===== src/rtl/lutram_fifo_pkg.sv =====
// Shared sizing for the 128-deep LUT-RAM first-word-fall-through FIFO.
package lutram_fifo_pkg;
  localparam int DEPTH = 128;
  localparam int AW    = 7;
  localparam int CW    = 8;

  typedef logic [AW-1:0] ptr_t;
  typedef logic [CW-1:0] cnt_t;
endpackage


===== src/rtl/ram128xw_dp.sv =====
// WIDTH-wide 128-deep dual-port distributed RAM assembled from 128x1 columns.
// Includes a behavioural RAM128X1D so the slice simulates without vendor libraries.
module RAM128X1D (
  output logic       DPO,
  output logic       SPO,
  input  logic       D,
  input  logic       WCLK,
  input  logic       WE,
  input  logic [6:0] A,
  input  logic [6:0] DPRA
);
  logic [127:0] mem_q;

  always_ff @(posedge WCLK) begin
    if (WE) mem_q[A] <= D;
  end

  assign SPO = mem_q[A];
  assign DPO = mem_q[DPRA];
endmodule

module ram128xw_dp
  import lutram_fifo_pkg::*;
#(
  parameter int WIDTH = 8
) (
  input  logic             wclk,
  input  logic             we,
  input  ptr_t             a,
  input  ptr_t             dpra,
  input  logic [WIDTH-1:0] d,
  output logic [WIDTH-1:0] dpo
);
  // Single-port read side is never used; the name keeps it out of unused-signal reports.
  logic [WIDTH-1:0] spo_unused;

  for (genvar i = 0; i < WIDTH; i++) begin : g_col
    RAM128X1D u_col (
      .DPO  (dpo[i]),
      .SPO  (spo_unused[i]),
      .D    (d[i]),
      .WCLK (wclk),
      .WE   (we),
      .A    (a),
      .DPRA (dpra)
    );
  end
endmodule


===== src/rtl/lutram_fwft_fifo.sv =====
// 128-deep first-word-fall-through FIFO: LUT RAM storage plus a registered
// prefetch stage so RD_DATA always comes from a flop.
module lutram_fwft_fifo
  import lutram_fifo_pkg::*;
#(
  parameter int WIDTH = 8
) (
  input  logic             CLK,
  input  logic             RST,
  input  logic             WR_EN,
  input  logic [WIDTH-1:0] WR_DATA,
  output logic             FULL,
  input  logic             RD_EN,
  output logic [WIDTH-1:0] RD_DATA,
  output logic             EMPTY,
  output logic [7:0]       COUNT,
  output logic             OVF,
  output logic             UDF
);
  ptr_t             wr_ptr_q, wr_ptr_d;
  ptr_t             rd_ptr_q, rd_ptr_d;
  cnt_t             ram_cnt_q, ram_cnt_d;
  logic             dout_valid_q, dout_valid_d;
  logic [WIDTH-1:0] rd_data_q, rd_data_d;
  logic             full_q, full_d;
  logic             empty_q, empty_d;
  logic             ovf_q, ovf_d;
  logic             udf_q, udf_d;

  logic             wr_acc, rd_acc, prefetch;
  cnt_t             count_d;
  logic [WIDTH-1:0] dpo;

  ram128xw_dp #(.WIDTH(WIDTH)) u_ram (
    .wclk (CLK),
    .we   (wr_acc),
    .a    (wr_ptr_q),
    .dpra (rd_ptr_q),
    .d    (WR_DATA),
    .dpo  (dpo)
  );

  always_comb begin
    wr_acc       = WR_EN & ~full_q;
    rd_acc       = RD_EN & ~empty_q;
    // A freed (or never-filled) output slot is refilled from RAM on the same edge.
    prefetch     = (~dout_valid_q | rd_acc) & (ram_cnt_q != '0);

    wr_ptr_d     = wr_ptr_q + ptr_t'(wr_acc);
    rd_ptr_d     = rd_ptr_q + ptr_t'(prefetch);
    ram_cnt_d    = ram_cnt_q + cnt_t'(wr_acc) - cnt_t'(prefetch);
    dout_valid_d = dout_valid_q;
    rd_data_d    = rd_data_q;
    if (prefetch) begin
      dout_valid_d = 1'b1;
      rd_data_d    = dpo;
    end else if (rd_acc) begin
      dout_valid_d = 1'b0;
    end

    count_d = ram_cnt_d + cnt_t'(dout_valid_d);
    full_d  = (count_d == cnt_t'(DEPTH));
    empty_d = ~dout_valid_d;
    ovf_d   = WR_EN & full_q;
    udf_d   = RD_EN & empty_q;
  end

  always_ff @(posedge CLK or posedge RST) begin
    if (RST) begin
      wr_ptr_q     <= '0;
      rd_ptr_q     <= '0;
      ram_cnt_q    <= '0;
      dout_valid_q <= 1'b0;
      rd_data_q    <= '0;
      full_q       <= 1'b0;
      empty_q      <= 1'b1;
      ovf_q        <= 1'b0;
      udf_q        <= 1'b0;
    end else begin
      wr_ptr_q     <= wr_ptr_d;
      rd_ptr_q     <= rd_ptr_d;
      ram_cnt_q    <= ram_cnt_d;
      dout_valid_q <= dout_valid_d;
      rd_data_q    <= rd_data_d;
      full_q       <= full_d;
      empty_q      <= empty_d;
      ovf_q        <= ovf_d;
      udf_q        <= udf_d;
    end
  end

  assign FULL    = full_q;
  assign EMPTY   = empty_q;
  assign RD_DATA = rd_data_q;
  assign COUNT   = ram_cnt_q + cnt_t'(dout_valid_q);
  assign OVF     = ovf_q;
  assign UDF     = udf_q;
endmodule


===== config.mk =====
export PLATFORM = sky130hd
export DESIGN_NAME = lutram_fwft_fifo
export DESIGN_NICKNAME = d
export VERILOG_FILES = /design/src/rtl/lutram_fifo_pkg.sv /design/src/rtl/ram128xw_dp.sv /design/src/rtl/lutram_fwft_fifo.sv
export SDC_FILE = /design/constraint.sdc
export NUM_CORES = 1
export LEC_CHECK = 0
export ABC_CLOCK_PERIOD_IN_PS = 5000
export CORE_UTILIZATION = 50
export DETAILED_ROUTE_END_ITERATION = 10
export PLACE_DENSITY = 0.73
export SLEW_MARGIN = 20
export SYNTH_ARGS = -nofsm -noshare
export SYNTH_HDL_FRONTEND = slang
export SYNTH_SLANG_ARGS = --single-unit

===== constraint.sdc =====
create_clock -name CLK -period 5 [get_ports CLK]
set_clock_uncertainty 0.2 [all_clocks]
set_input_delay 1 -clock CLK [delete_from_list [all_inputs] [get_ports CLK]]
set_output_delay 1 -clock CLK [all_outputs]
set_load 0.05 [all_outputs]

==> metrics.csv, run 1 <==
metric,value,unit
final hold vios,0,
gpl congestion,0.873,
Critical Path RT,5.38,ns
HPWL after DPL,59800,um
async set-reset flop share out of synthesis,3.31,%
Synth cell types,64,
drt first-iter violations,2739,
clock group share of total power,30.0,%
DIE AREA,84800,um^2
Syn. warnings,0,
Inst Count DP,3145,
post-CTS sizing,0,
post-CTS setup buffer count,0,
final setup fails,0,
slowest CP cell,fa_1,
# DRC,0,
die width,291,um
post-synth top area cell,edfxtp_1,
RR Startpoint,rd_ptr_q[0]$_DFF_PP0_,
antenna violations before repair,0,
Syn Nets,2077,
area delta synth->final,12.9,%
max incr delay on CP,0.53,ns
first-pass GRT wire length,146000,um
max-slew headroom at the worst pin,27.5,%
vias after detailed routing,21283,
Avg WL per Cell,29.6,um
worst reg-to-reg path cell count,5,
largest net degree at the start of global routing,103,
maximum vdd drop,0.403,mV
Antenna Nets Post-Route,0,
Seq pwr share,40.6,%
Min Hold Slack,0.346,ns
Final Max Slew Viols,0,
Clock Tree Buf Depth,3,
cts hold-fix bufs,0,
Pwr Density,555,nW/um^2
f_max,255,MHz
Die Height,291,um
Hold WC Path Type,flip-flop to flip-flop,
RSZ-0062 raised after global routing,false,
"commonest non-fill, non-tap cell in the layout",edfxtp_1,
status,"complete, no violations",
Final #Nets,2215,
Comb pwr share,29.5,%
MaxCap Viol Count,0,
sw frac,31.7,%
vias in the first global route,21546,
core box area,82400,um^2
syn_area_per_cell,20.5,um^2
min-delay src,wr_ptr_q[0]$_DFF_PP0_,
share of cells above drive strength 1,23.5,%
CP top delay family,adder cells,
Critical Path Start,RD_EN,
overflow left after global routing,0,
critical path cell sequence,"clkdlybuf4s50_1, nand2b_1, a2bb2oi_2, xnor2_1, ha_1, inv_1, fa_1, inv_1, ha_1, o21ai_0, or3b_2, a211o_1, a211oi_1",
share of the synthesized area in the top cell type,73.6,%
final setup TNS,0,ns
critical setup path kind,primary input to flip-flop,
clock root cell,clkbuf_16,
Setup crit end,FULL$_DFF_PP0_,
Post-Route WL,98400,um
Pint,17.9,mW
Cells after Synth,2042,
post-layout util,57.3,%
final cycle utilization of the critical path,78.6,%
worst r2r dst,RD_DATA[0]$_DFFE_PP0P_,
std cell rows,105,
Top Ports,32,
Clock Sinks,1059,
reg2reg setup slack,1.08,ns
Slew @ Worst Pin,1.09,ns
CTS H-Tree Depth,3,
sw power,8.31,mW
ys flop type,edfxtp_1,
Crit path buffers/inverters,3,
drt first pass iters,6,
Crit path depth,13,
Non-Filler Instances,3330,
crit end category,flip-flop,
I/O Buffers,31,
TritonCTS clock tree,done,
Syn Std Cell Area,41800,um^2
total power,26.2,mW
min Tclk post-route,3.93,ns
sequential area share after synthesis,75.7,%
"commonest non-fill, non-tap cells in the layout","edfxtp_1 (1024), mux4_2 (246), nor2_1 (150)",
CP Data Arrival Time,4.31,ns
Setup crit start kind,primary input,
"top cells by area, synth","edfxtp_1 (74%), mux4_2 (13%), mux2i_1 (2.2%)",
"flops & latches, synth",1059,
Initial Utilization,50.7,%
Antenna diodes,0,
Post-synth EDFFs,1024,
total track usage,23.6,%
Num CTS Buffers,103,
CP Max Fanout,4,
Pleak,15.1,nW
DR vias/cell,6.39,
clk slew on worst S/H paths,0.06,ns
Worst-Skew Late Latency,0.68,ns
-- registers in the layout, indices dropped and copies added, names as in the netlist --
name,flops
dout_valid_q,1
wr_ptr_q,7
u_ram.g_col.u_col.mem_q,1024
UDF,1
RD_DATA,8
ram_cnt_q,8
OVF,1
EMPTY,1
rd_ptr_q,7
FULL,1
-- power groups by stage --
stage	registers, mW	clock network (mW)	logic, mW
global route	10.7	8.26	8.09
CTS	10.6	7.93	7.72
floorplan	10.4	0	5.44
finish	10.6	7.85	7.72
global placement	10.8	0	7.52
detailed placement	10.8	0	7.65
-- cell type report --
type,count,area (um^2)
clock buffers,118,2660
clock inverters,67,747
fillers,5802,35200
inverters,21,78.8
multi-input cells,853,9460
flip-flops and latches,1059,31600
well taps,1070,1340
repair buffers,142,1280
-- worst min path at each step --
stage / cells after the start / to / slack [ns]
after floorplan: 1 / wr_ptr_q[0]$_DFF_PP0_ / 0.29
final: 1 / wr_ptr_q[0]$_DFF_PP0_ / 0.35
after CTS: 1 / wr_ptr_q[0]$_DFF_PP0_ / 0.35
after global routing: 1 / wr_ptr_q[0]$_DFF_PP0_ / 0.36
after global placement: 1 / wr_ptr_q[0]$_DFF_PP0_ / 0.31
after detailed placement: 1 / wr_ptr_q[0]$_DFF_PP0_ / 0.33
-- through the flow --
| step | area [um^2] | setup WS (ns) |
|---|---|---|
| 2_1_floorplan | 41800 | 0.533 |
| 3_3_place_gp | 43800 | 0.518 |
| 3_5_place_dp | 43800 | 0.449 |
| 4_1_cts | 47200 | 1.06 |
| 5_1_grt | 47200 | 0.848 |
| 6_report | 47200 | 1.07 |
-- per-layer routing --
metal	GRT usage [%]	share of wire (%)
met1	33.2	40
met2	37.3	48
met3	4.87	9.6
met4	7.12	2.5
met5	0	0
-- worst register-to-register path: stages (launching register included) --
cell	delay [ns]
dfrtp_4	1.08
buf_4	0.49
mux4_2	0.55
mux4_2	0.47
a311oi_1	0.75
a22oi_1	0.22
-- synth_stat cells (all sizes together) (2+ instances only) --
| master | count |
|---|---|
| o211ai | 4 |
| xnor2 | 14 |
| a22oi | 7 |
| mux2i | 91 |
| and3 | 6 |
| edfxtp | 1024 |
| nor3 | 16 |
| o22ai | 27 |
| a31oi | 6 |
| nand2 | 57 |
| ha | 22 |
| a32oi | 6 |
| o21ai | 23 |
| a221oi | 3 |
| mux4 | 246 |
| o221ai | 27 |
| and2 | 7 |
| a211oi | 6 |
| nand2b | 8 |
| xor2 | 8 |
| a211o | 4 |
| nand3 | 33 |
| nand4b | 2 |
| o32ai | 5 |
| buf | 65 |
| nor2 | 150 |
| a21oi | 26 |
| nand3b | 2 |
| nand4 | 3 |
| nor4 | 2 |
| nor3b | 3 |
| or3b | 3 |
| inv | 20 |
| clkbuf | 44 |
| nor2b | 15 |
| dfrtp | 34 |
-- cell families after synthesis --
logic type	count (synthesis)	share of synthesized area [%]
muxes	338	15.5
xor gates and xnor gates	22	0.461
adders and majority gates	23	0.706
AOI/OAI and AO/OA	158	2.63
DFF	1059	75.7
and+or+nand+nor	312	3.35
buffers and inverters	130	1.73
Note: power is estimated with default switching activity, not from simulation.
==> inputs of run 2 (changes only) <==
ABC_CLOCK_PERIOD_IN_PS = 3200   (was 5000)
PLACE_DENSITY = 0.76   (was 0.73)
clock period = 3.2 ns   (was 5 ns; I/O delays follow)
==> run 2 against run 1 <==
Compared with the run above: global-route usage is 0.32 points lower; the flow now finishes with violations (setup timing); routed wire length is 0.60% lower; non-clock buffer count is 193 higher; worst hold slack worse by 0.15 ns.
==> metrics.csv, run 2 (synthesis gave the netlist of run 1 again) <==
metric,value,unit
status,finished with violations,
failing checks,setup timing,
Final Max Slew Viols,0,
sw power,13.0,mW
DIE AREA,84800,um^2
clk slew on worst S/H paths,0.06,ns
vias in the first global route,22323,
Hold WC Path Type,primary input to asynchronous set/reset pin,
TritonCTS clock tree,done,
critical setup path kind,flip-flop to flip-flop,
Avg WL per Cell,27.8,um
Post-Route WL,97800,um
Initial Utilization,50.7,%
core box area,82400,um^2
Biggest register,u_ram.g_col.u_col.mem_q,
"most used cell, CP",inv_1,
Comb pwr share,32.8,%
slowest CP cell,fa_2,
final instance area,48500,um^2
share of cells above drive strength 1,29.6,%
max-slew headroom at the worst pin,41.0,%
RSZ-0062 raised after global routing,true,
f_max,294,MHz
total power,41.3,mW
Seq pwr share,39.5,%
clock group share of total power,27.7,%
CP Max Fanout,4,
post-layout util,58.9,%
final setup TNS,-0.206,ns
DR vias/cell,6.22,
CP Data Arrival Time,3.79,ns
final setup fails,1,
Pleak,16.0,nW
HPWL after DPL,60500,um
clock root cell,clkbuf_16,
worst reg-to-reg path cell count,15,
first-pass GRT wire length,145000,um
overflow left after global routing,0,
number of flip-flops in the largest register,1024,
Num CTS Buffers,100,
reg2reg setup slack,-0.21,ns
drt first pass iters,5,
GRT busiest layer,met2,
largest net degree at the start of global routing,129,
Setup crit start kind,flip-flop,
Final #Nets,2405,
crit end category,flip-flop,
Pwr Density,850,nW/um^2
grt met3 use,3.82,%
max incr delay on CP,0.44,ns
Min Hold Slack,0.197,ns
Pint,28.3,mW
final cycle utilization of the critical path,106,%
maximum vdd drop,0.567,mV
die width,291,um
Die Height,291,um
Post-DP Area,45300,um^2
vias after detailed routing,21926,
area delta synth->final,16.1,%
Inst Count DP,3333,
Top Ports,32,
Antenna Nets Post-Route,0,
gpl congestion,0.874,
I/O Buffers,31,
final worst slack,-0.206,ns
global routing usage on met2,38.5,%
critical path cell sequence,"inv_1, ha_1, nand4b_1, a2bb2oi_4, xnor2_2, ha_2, inv_1, fa_2, inv_2, ha_4, nand3b_1, o21ai_2, or3b_4, a211o_1, a211oi_2",
final hold vios,0,
fillcell total,5543,
MaxCap Viol Count,0,
total track usage,23.3,%
Slew @ Worst Pin,0.886,ns
CTS H-Tree Depth,3,
drt first-iter violations,2811,
# DRC,0,
pre-CTS WS,-0.763,ns
"commonest non-fill, non-tap cell in the layout",edfxtp_1,
grt met1 use,31.6,%
min Tclk post-route,3.41,ns
Critical Path RT,3.58,ns
Non-Filler Instances,3523,
std cell rows,105,
Clock Sinks,1059,
Worst-Skew Late Latency,0.67,ns
antenna violations before repair,0,
"commonest non-fill, non-tap cells in the layout","edfxtp_1 (1024), buf_4 (292), mux4_2 (246)",
sw frac,31.4,%
Clock Tree Buf Depth,3,
Antenna diodes,0,
## run 2: cell types whose count changed in the layout (fill, tap and decap cells not counted), sizes merged
cell and change:
buf +195, clkbuf +15, clkdlybuf4s50 -8, bufinv -7
inv -5, clkdlybuf4s15 +2, clkinv +2, clkinvlp -2
dlymetal6s2s +1
## run 2: worst max-delay path, delay by kind of cell (launching register included)
family | cells | cell delay, ns
AOI/OAI and AO/OA | 4 | 0.75
xor gates and xnor gates | 1 | 0.14
adders and majority gates | 4 | 0.94
buffers and inverters | 3 | 0.22
DFF | 1 | 0.38
and+or+nand+nor | 3 | 0.67
## run 2: power groups by stage
stage	sequential, mW	clock (mW)	combinational, mW
2_1_floorplan	16.3	0	8.59
4_1_cts	16.3	11.6	13.4
6_report	16.3	11.4	13.5
3_3_place_gp	16.6	0	13.0
3_5_place_dp	16.6	0	13.3
5_1_grt	16.3	12.1	14.1
## run 2: worst paths after layout
path                                        start                                       end
max                        ram_cnt_q[6]$_DFF_PP0_                            FULL$_DFF_PP0_
min                                           RST                             OVF$_DFF_PP0_
max reg2reg                ram_cnt_q[6]$_DFF_PP0_                            FULL$_DFF_PP0_
min reg2reg                 wr_ptr_q[0]$_DFF_PP0_                     wr_ptr_q[0]$_DFF_PP0_
max in group asynchronous                     RST                     rd_ptr_q[2]$_DFF_PP0_
min in group CLK                       WR_DATA[1]  u_ram.g_col[1].u_col.mem_q[46]$_DFFE_PP_
## run 2: timing repair
action,CTS,global route
hold buffers,0,0
endpoints found under the setup margin,7,8
resized for setup,19,11
buffers inserted,0,5
hold endpoints to repair,0,0
pin swaps,1,6
## run 2: routing by layer
layer / wire length (um) / share of wire, %
met5: 0 / 0
met4: 2700 / 2.8
met3: 8390 / 8.6
met2: 48900 / 50
met1: 37800 / 39
## run 2: layout make-up
| cell class | instances | area, um^2 | share of cell area (%) |
|---|---|---|---|
| clock buffer | 130 | 2690 | 5.54 |
| timing repair buffer | 335 | 2820 | 5.80 |
| clock inverter | 55 | 458 | 0.943 |
| sequential | 1059 | 31600 | 65.2 |
| inverter | 21 | 78.8 | 0.162 |
| multi-input combinational | 853 | 9520 | 19.6 |
| tap | 1070 | 1340 | 2.76 |
